$ cat src/rtl/alu_sequencer.sv
// -----------------------------------------------------------------------------
// alu_sequencer
//   Issues one command at a time to an external combinational ALU and queues
//   the results in a response FIFO of DEPTH entries.
//
//   A command is accepted when cmd_valid && cmd_ready. Its operands and opcode
//   are registered onto alu_a/alu_b/alu_op and the FSM moves IDLE -> EXEC.
//   At the closing edge of the single EXEC cycle the ALU result is written to
//   the FIFO tail. A quotient/remainder opcode (011) with a zero divisor
//   stores data 0 with the error flag set, whatever the ALU drives.
//
// Ports
//   clk, rst                     clock, asynchronous active-high reset
//   cmd_valid/cmd_ready          command handshake
//   cmd_op/cmd_a/cmd_b           command opcode and operands
//   alu_a/alu_b/alu_op           registered operands/opcode to the ALU
//   alu_result                   combinational ALU result
//   rsp_valid/rsp_ready          response handshake (FIFO head)
//   rsp_data/rsp_err/rsp_op      head entry fields, zero while rsp_valid is 0
//   busy                         EXEC in progress or FIFO non-empty
// -----------------------------------------------------------------------------
module alu_sequencer #(
  parameter int DEPTH = 4
) (
  input  logic        clk,
  input  logic        rst,
  input  logic        cmd_valid,
  output logic        cmd_ready,
  input  logic [2:0]  cmd_op,
  input  logic [15:0] cmd_a,
  input  logic [15:0] cmd_b,
  output logic [15:0] alu_a,
  output logic [15:0] alu_b,
  output logic [2:0]  alu_op,
  input  logic [31:0] alu_result,
  output logic        rsp_valid,
  input  logic        rsp_ready,
  output logic [31:0] rsp_data,
  output logic        rsp_err,
  output logic [2:0]  rsp_op,
  output logic        busy
);

  localparam int PW = $clog2(DEPTH);
  localparam int CW = PW + 1;
  localparam logic [CW-1:0] FULL_COUNT = CW'(DEPTH);
  localparam logic [2:0]    OP_DIV     = 3'b011;

  typedef enum logic {IDLE, EXEC} state_e;

  typedef struct packed {
    logic [31:0] data;
    logic        err;
    logic [2:0]  op;
  } entry_t;

  state_e        state_q, state_d;
  logic [15:0]   alu_a_q, alu_a_d;
  logic [15:0]   alu_b_q, alu_b_d;
  logic [2:0]    alu_op_q, alu_op_d;
  logic [PW-1:0] wr_ptr_q, wr_ptr_d;
  logic [PW-1:0] rd_ptr_q, rd_ptr_d;
  logic [CW-1:0] count_q, count_d;
  entry_t        mem_q [DEPTH];

  entry_t push_entry;
  entry_t head;
  logic   fifo_empty;
  logic   accept;
  logic   push;
  logic   pop;

  // NOTE: every signal written here gets a default first so no path leaves it
  // unassigned; otherwise a latch would be inferred.
  always_comb begin
    state_d    = state_q;
    alu_a_d    = alu_a_q;
    alu_b_d    = alu_b_q;
    alu_op_d   = alu_op_q;
    wr_ptr_d   = wr_ptr_q;
    rd_ptr_d   = rd_ptr_q;
    push_entry = '{data: alu_result, err: 1'b0, op: alu_op_q};

    fifo_empty = (count_q == '0);
    cmd_ready  = (state_q == IDLE) && (count_q != FULL_COUNT);
    accept     = cmd_valid && cmd_ready;
    // The FIFO cannot fill during EXEC: the accept that started it needed a
    // free entry, and only EXEC pushes.
    push       = (state_q == EXEC);
    pop        = !fifo_empty && rsp_ready;

    if (alu_op_q == OP_DIV && alu_b_q == '0) begin
      push_entry = '{data: 32'h0000_0000, err: 1'b1, op: alu_op_q};
    end

    case (state_q)
      IDLE: if (accept) begin
        state_d  = EXEC;
        alu_a_d  = cmd_a;
        alu_b_d  = cmd_b;
        alu_op_d = cmd_op;
      end
      EXEC:    state_d = IDLE;
      default: state_d = IDLE;
    endcase

    // Pointers wrap naturally because DEPTH is a power of two.
    if (push) wr_ptr_d = wr_ptr_q + PW'(1);
    if (pop)  rd_ptr_d = rd_ptr_q + PW'(1);
    count_d = count_q + CW'(push) - CW'(pop);
  end

  // NOTE: sequential state uses non-blocking assignments so every flop samples
  // pre-edge values regardless of statement order.
  always_ff @(posedge clk or posedge rst) begin
    if (rst) begin
      state_q  <= IDLE;
      alu_a_q  <= '0;
      alu_b_q  <= '0;
      alu_op_q <= '0;
      wr_ptr_q <= '0;
      rd_ptr_q <= '0;
      count_q  <= '0;
    end else begin
      state_q  <= state_d;
      alu_a_q  <= alu_a_d;
      alu_b_q  <= alu_b_d;
      alu_op_q <= alu_op_d;
      wr_ptr_q <= wr_ptr_d;
      rd_ptr_q <= rd_ptr_d;
      count_q  <= count_d;
    end
  end

  // NOTE: the storage array is deliberately not reset; an entry is only ever
  // visible through rsp_* after it has been written, and the outputs are
  // masked to zero while the FIFO is empty.
  always_ff @(posedge clk) begin
    if (push) mem_q[wr_ptr_q] <= push_entry;
  end

  assign head      = mem_q[rd_ptr_q];
  assign rsp_valid = !fifo_empty;
  assign rsp_data  = rsp_valid ? head.data : '0;
  assign rsp_err   = rsp_valid ? head.err  : 1'b0;
  assign rsp_op    = rsp_valid ? head.op   : '0;
  assign busy      = (state_q == EXEC) || !fifo_empty;

  assign alu_a  = alu_a_q;
  assign alu_b  = alu_b_q;
  assign alu_op = alu_op_q;

endmodule
$ cat config.mk
export PLATFORM = sky130hd
export DESIGN_NAME = alu_sequencer
export DESIGN_NICKNAME = d
export VERILOG_FILES = /design/src/rtl/alu_sequencer.sv
export SDC_FILE = /design/constraint.sdc
export NUM_CORES = 1
export LEC_CHECK = 0
export BUFFER_PORTS_ARGS = -buffer_cell sky130_fd_sc_hd__buf_4
export CORE_MARGIN = 1
export CORE_UTILIZATION = 59
export CTS_BUF_LIST = sky130_fd_sc_hd__clkbuf_4 sky130_fd_sc_hd__clkbuf_8 sky130_fd_sc_hd__clkbuf_16
export CTS_CLUSTER_DIAMETER = 80
export DETAILED_ROUTE_END_ITERATION = 16
export GPL_ROUTABILITY_DRIVEN = 0
export HOLD_SLACK_MARGIN = 0.03
export PLACE_DENSITY = 0.84
export SLEW_MARGIN = 20
export SYNTH_ARGS = -nofsm -noshare
export SYNTH_HDL_FRONTEND = slang
export SYNTH_SLANG_ARGS = --single-unit
$ cat constraint.sdc
create_clock -name clk -period 5.11 [get_ports clk]
set_input_delay 1.022 -clock clk [delete_from_list [all_inputs] [get_ports clk]]
set_output_delay 1.022 -clock clk [all_outputs]
set_load 0.02 [all_outputs]
; Word level (Yosys, flattened, before mapping)
; Memories as Yosys holds them, arrays and structs flattened.
; Index checks and enable logic that the tools add are counted.
[totals]
memories = 1
regBits = 43
inputBits = 71
out_inout_bits = 74
ram_bits = 144
wordCells = 32
[mem_list]
columns = name, words, width, rd, rd_clocked_by_memory_dff, write_ports, line_no
row1 = mem_q, 4, 36, 1, 0, 1, 64  ; entry_t mem_q [DEPTH];
[op_classes]
eq_ne = 2
mux = 8
reduce_logical = 9
n_bitwise = 1
n_addsub = 4
[op_table]
columns = cell, count
row1 = $mux 36, 1
row2 = $mux 32, 1
row3 = $logic_not 16->1, 1
row4 = $add 2x1->2 const B, 2
row5 = $logic_and 1x1->1, 4
row6 = $mux 1, 4
row7 = $add 3x1->3, 1
row8 = $eq 3x2->1 const B, 1
row9 = $logic_not 3->1, 1
row10 = $mux 3, 1
row11 = $ne 3x3->1 const B, 1
row12 = $sub 3x1->3, 1
row13 = $pmux 1 s2, 1
row14 = $reduce_and 2->1, 1
row15 = $logic_not 1->1, 1
row16 = $logic_or 1x1->1, 1
row17 = $not 1->1, 1

; Longest topological paths before layout
[depth]
depth_word = 5
mapped_depth = 7
depth_no_buf = 7

; Worst setup path after synthesis
; OpenSTA, ideal clock, no wires.
[synth_timing]
path_kind = flip-flop to output port
from = reg rd_ptr_q[0]
to = out rsp_data[15]
arrival_ns = 1.558
path_buffers = 2
stages_incl_launch_ff = 5
slack_ns = 2.530
cell_sequence = dfrtp_1 > buf_2 > buf_4 > mux4_2 > and2_1
[synth_between]
elab_chain_len = 2
[synth_lines]
columns = element, line_no
row1 = "start, declared", 62  ; logic [PW-1:0] rd_ptr_q, rd_ptr_d;
row2 = "start signal, assigned", 130  ; rd_ptr_q <= rd_ptr_d;
row3 = $mem_v2 4x36, n/a
row4 = $mux 32, 144  ; assign rsp_data = rsp_valid ? head.data : '0;
row5 = "end, declared", 38  ; output logic [31:0] rsp_data,
; No other way between the ends.

; Final worst setup path
[layout_timing]
from = reg rd_ptr_q[0]
to = out rsp_data[1]
; Same word-level chain as after synthesis.

==> qor.csv <==
stage,metric,value,unit
run_status,status,finished clean,
setup_path,startpoint,rd_ptr_q[0],
die,fp.dieW,115,um
sta,fin_ws,1.61,ns
sta,setup_viol,0,
route,routed_via_density,5.66,
clocking,post-cts-setup-buffer-count,0,
die,dieArea,0.0132,mm2
sta,maxSlewViolCount,0,
sta,clock_skew,0.0136,ns
power,ir_drop,464,uV
setup_path,startpoint_type,flop,
setup_path,path_common_cell,buf_4,
clocking,h-tree-depth,4,
sta,relSlewSlack,0.345,
final_layout,seq_area,0.00541,mm2
logic_synthesis,netlist_top_cells_count,"edfxtp_1 (144), dfrtp_1 (43), and2_1 (42)",
die,io_pins,145,
route,drt-initial-drc-count,217,
final_layout,fillers,717,
setup_path,worstPathMaxFanout,32,
clocking,cts-hold-fix-buffers,0,
logic_synthesis,synth_seq_cells,187,
sta,post-route-period-util,0.685,
route,avgRoutedWirePerCell,21.1,um
sta,setup_tns,0,ns
global_route,grt_usage,0.249,
final_layout,multiInputGateArea,0.00196,mm2
sta,fmaxAchievable,0.286,GHz
logic_synthesis,async_reset_ff_frac,0.230,
setup_path,worstSetupPathType,flop to output pin,
clocking,clock_path_buffers,2,
setup_path,cp.required,4.09,ns
setup_path,critPathSlowestCell,dfrtp_4,
route,ant_nets,0,
global_route,grt_pass1_wl,23100,um
final_layout,antennaDiodeCount,0,
logic_synthesis,ys.flop_type,edfxtp_1,
clocking,cts_buffers,17,
setup_path,cp_num_cells,4,
route,vias,4051,
logic_synthesis,netlist_instances,391,
hold_path,hold_path_class,flop to flop,
clocking,clock_latency,0.43,ns
setup_path,cp_cell_sequence,"buf_4, mux4_2, and2_1, buf_4",
clocking,post_cts_resized,0,
place,pre_cts_slack,1.76,ns
setup_path,rr_startpoint,count_q[2],
setup_path,rr_endpoint,count_q[2],
power,powerDensity,633,mW/mm2
final_layout,layoutNonFillerInstCount,716,
setup_path,r2r_cells,8,
setup_path,critPathBufInv,2,
logic_synthesis,avgSynthCellArea,19.2,um2
logic_synthesis,synth_top_area_cell,edfxtp_1,
clocking,cts_tree,yes,
final_layout,synthToLayoutAreaGrowth,24.6,%
setup_path,critPathCaptureType,output pin,
setup_path,crit_arrival,2.48,ns
power,p_leak,3.52,nW
global_route,grt_max_degree,44,
logic_synthesis,synth_edf_count,144,
die,start_util,0.615,
route,drc,0,
logic_synthesis,synth.distinct_cells,29,
clocking,root_buffer,clkbuf_16,
final_layout,drive_gt1_frac,0.469,
die,fp.dieH,115,um
route,first_pass_iters,4,
sta,hold_viol_final,0,
sta,post-route-min-period,3.50,ns
logic_synthesis,synth_most_common_cell,edfxtp_1,
global_route,overflow,0,
final_layout,finalNetCount,613,
run,maxCapViolCount,0,
logic_synthesis,ys_seq_area_frac,0.718,
sta,rsz0062_at_grt,no,
logic_synthesis,syn-cell-area,0.00752,mm2
place,place_inst,684,
die,core-area,0.0122,mm2
route,routed_wl,15100,um
place,hpwl,9040,um
logic_synthesis,synth_nets,469,
setup_path,critPathMaxStageDelay,0.84,ns
place,io_buffers,144,
setup_path,r2r_slack,2.41,ns
setup_path,critPathTopFamily,flip-flops,
global_route,antenna_found_initial,0,
logic_synthesis,yosysWarnings,0,
global_route,first_global_vias,4387,
sta,tightest_slew,0.982,ns
clocking,cts_sinks,187,
logic_synthesis,synth_top_area_share,0.575,
setup_path,endpoint,rsp_data[1],
die,num_rows,40,
clocking,cts.clk_slew.worst_paths,0.06,ns
logic_synthesis,synth_area_leaders,"edfxtp_1 (58%), dfrtp_1 (14%), mux4_2 (11%)",
[layout by cell type, fill, tap and decap left out, drive strengths merged]
cell type / count
o21ai: 1
bufinv: 5
nor4: 3
edfxtp: 144
xor2: 3
or3: 1
nor4b: 1
inv: 8
clkbuf: 23
mux2: 35
nor3b: 1
clkinv: 3
nand2b: 1
ha: 6
buf: 150
mux4: 36
a211oi: 1
nand2: 1
nand3: 1
clkinvlp: 1
and4: 1
xnor2: 2
nor2: 1
a21oi: 1
fa: 1
a21boi: 32
dfrtp: 43
and2: 42
[metrics by stage]
step	power [mW]	area, um2	hold WS [ns]	util
floorplan	3.67	7520	0.492	-
CTS	5.98	9370	0.495	0.767
global route	6.18	9370	0.514	0.767
detailed placement	4.55	8730	0.480	0.715
global placement	4.47	8730	0.476	0.715
finish	5.93	9370	0.493	0.767
[registers in the layout, summed over array words and instances, names as in the netlist]
register  flops
alu_a        16
push          1
wr_ptr_q      2
mem_q       144
count_q       3
rd_ptr_q      2
alu_op        3
alu_b        16
[worst min path at each step]
| stage | startpoint | to | slack [ns] | depth (start not counted) |
|---|---|---|---|---|
| final | alu_a[11] | alu_a[11] | 0.49 | 1 |
| after global routing | alu_a[11] | alu_a[11] | 0.51 | 1 |
| after CTS | alu_a[11] | alu_a[11] | 0.49 | 1 |
| after detailed placement | alu_a[11] | alu_a[11] | 0.48 | 1 |
| after global placement | alu_a[11] | alu_a[11] | 0.48 | 1 |
| after floorplan | wr_ptr_q[0] | wr_ptr_q[0] | 0.49 | 1 |
[cell type report]
type / count / share of cell area
sequential: 187 / 0.577
inverter: 8 / 0.00321
tap: 168 / 0.0224
multi-input combinational: 171 / 0.209
clock inverter: 9 / 0.0180
clock buffer: 23 / 0.0502
timing repair buffer: 150 / 0.120
[metal layers]
layer  routed length, um  up-vias  GRT usage
met5                   0        -          0
met4                 324        0     0.0996
met3                1290       29     0.0865
met2                7770      191      0.418
met1                5700     2039      0.298
li1                    -     1792          -
[where the power goes]
| part | leakage (nW) | switching [mW] | internal (mW) |
|---|---|---|---|
| clock | 0.313 | 0.523 | 0.895 |
| combinational | 1.40 | 1.07 | 1.07 |
| sequential | 1.81 | 0.328 | 2.04 |
| total | 3.52 | 1.92 | 4.01 |
[worst register-to-register path, cell delays in order, from the launching register on]
cell	delay [ns]
dfrtp_1	0.45
or3_1	0.53
buf_4	0.29
and2_1	0.26
ha_1	0.28
inv_1	0.05
ha_1	0.20
fa_1	0.39
xnor2_1	0.14
[kinds of logic (layout without fill, tap and decap cells)]
logic type,count (synthesis),count (layout),synth area share
compound gates,35,35,0.0360
xor+xnor,5,5,0.00583
fa+ha+maj,7,7,0.0127
buf+inv,33,190,0.0226
flops,187,187,0.718
mux,71,71,0.160
simple gates,53,53,0.0441
Power figures use the tool's default switching activity.
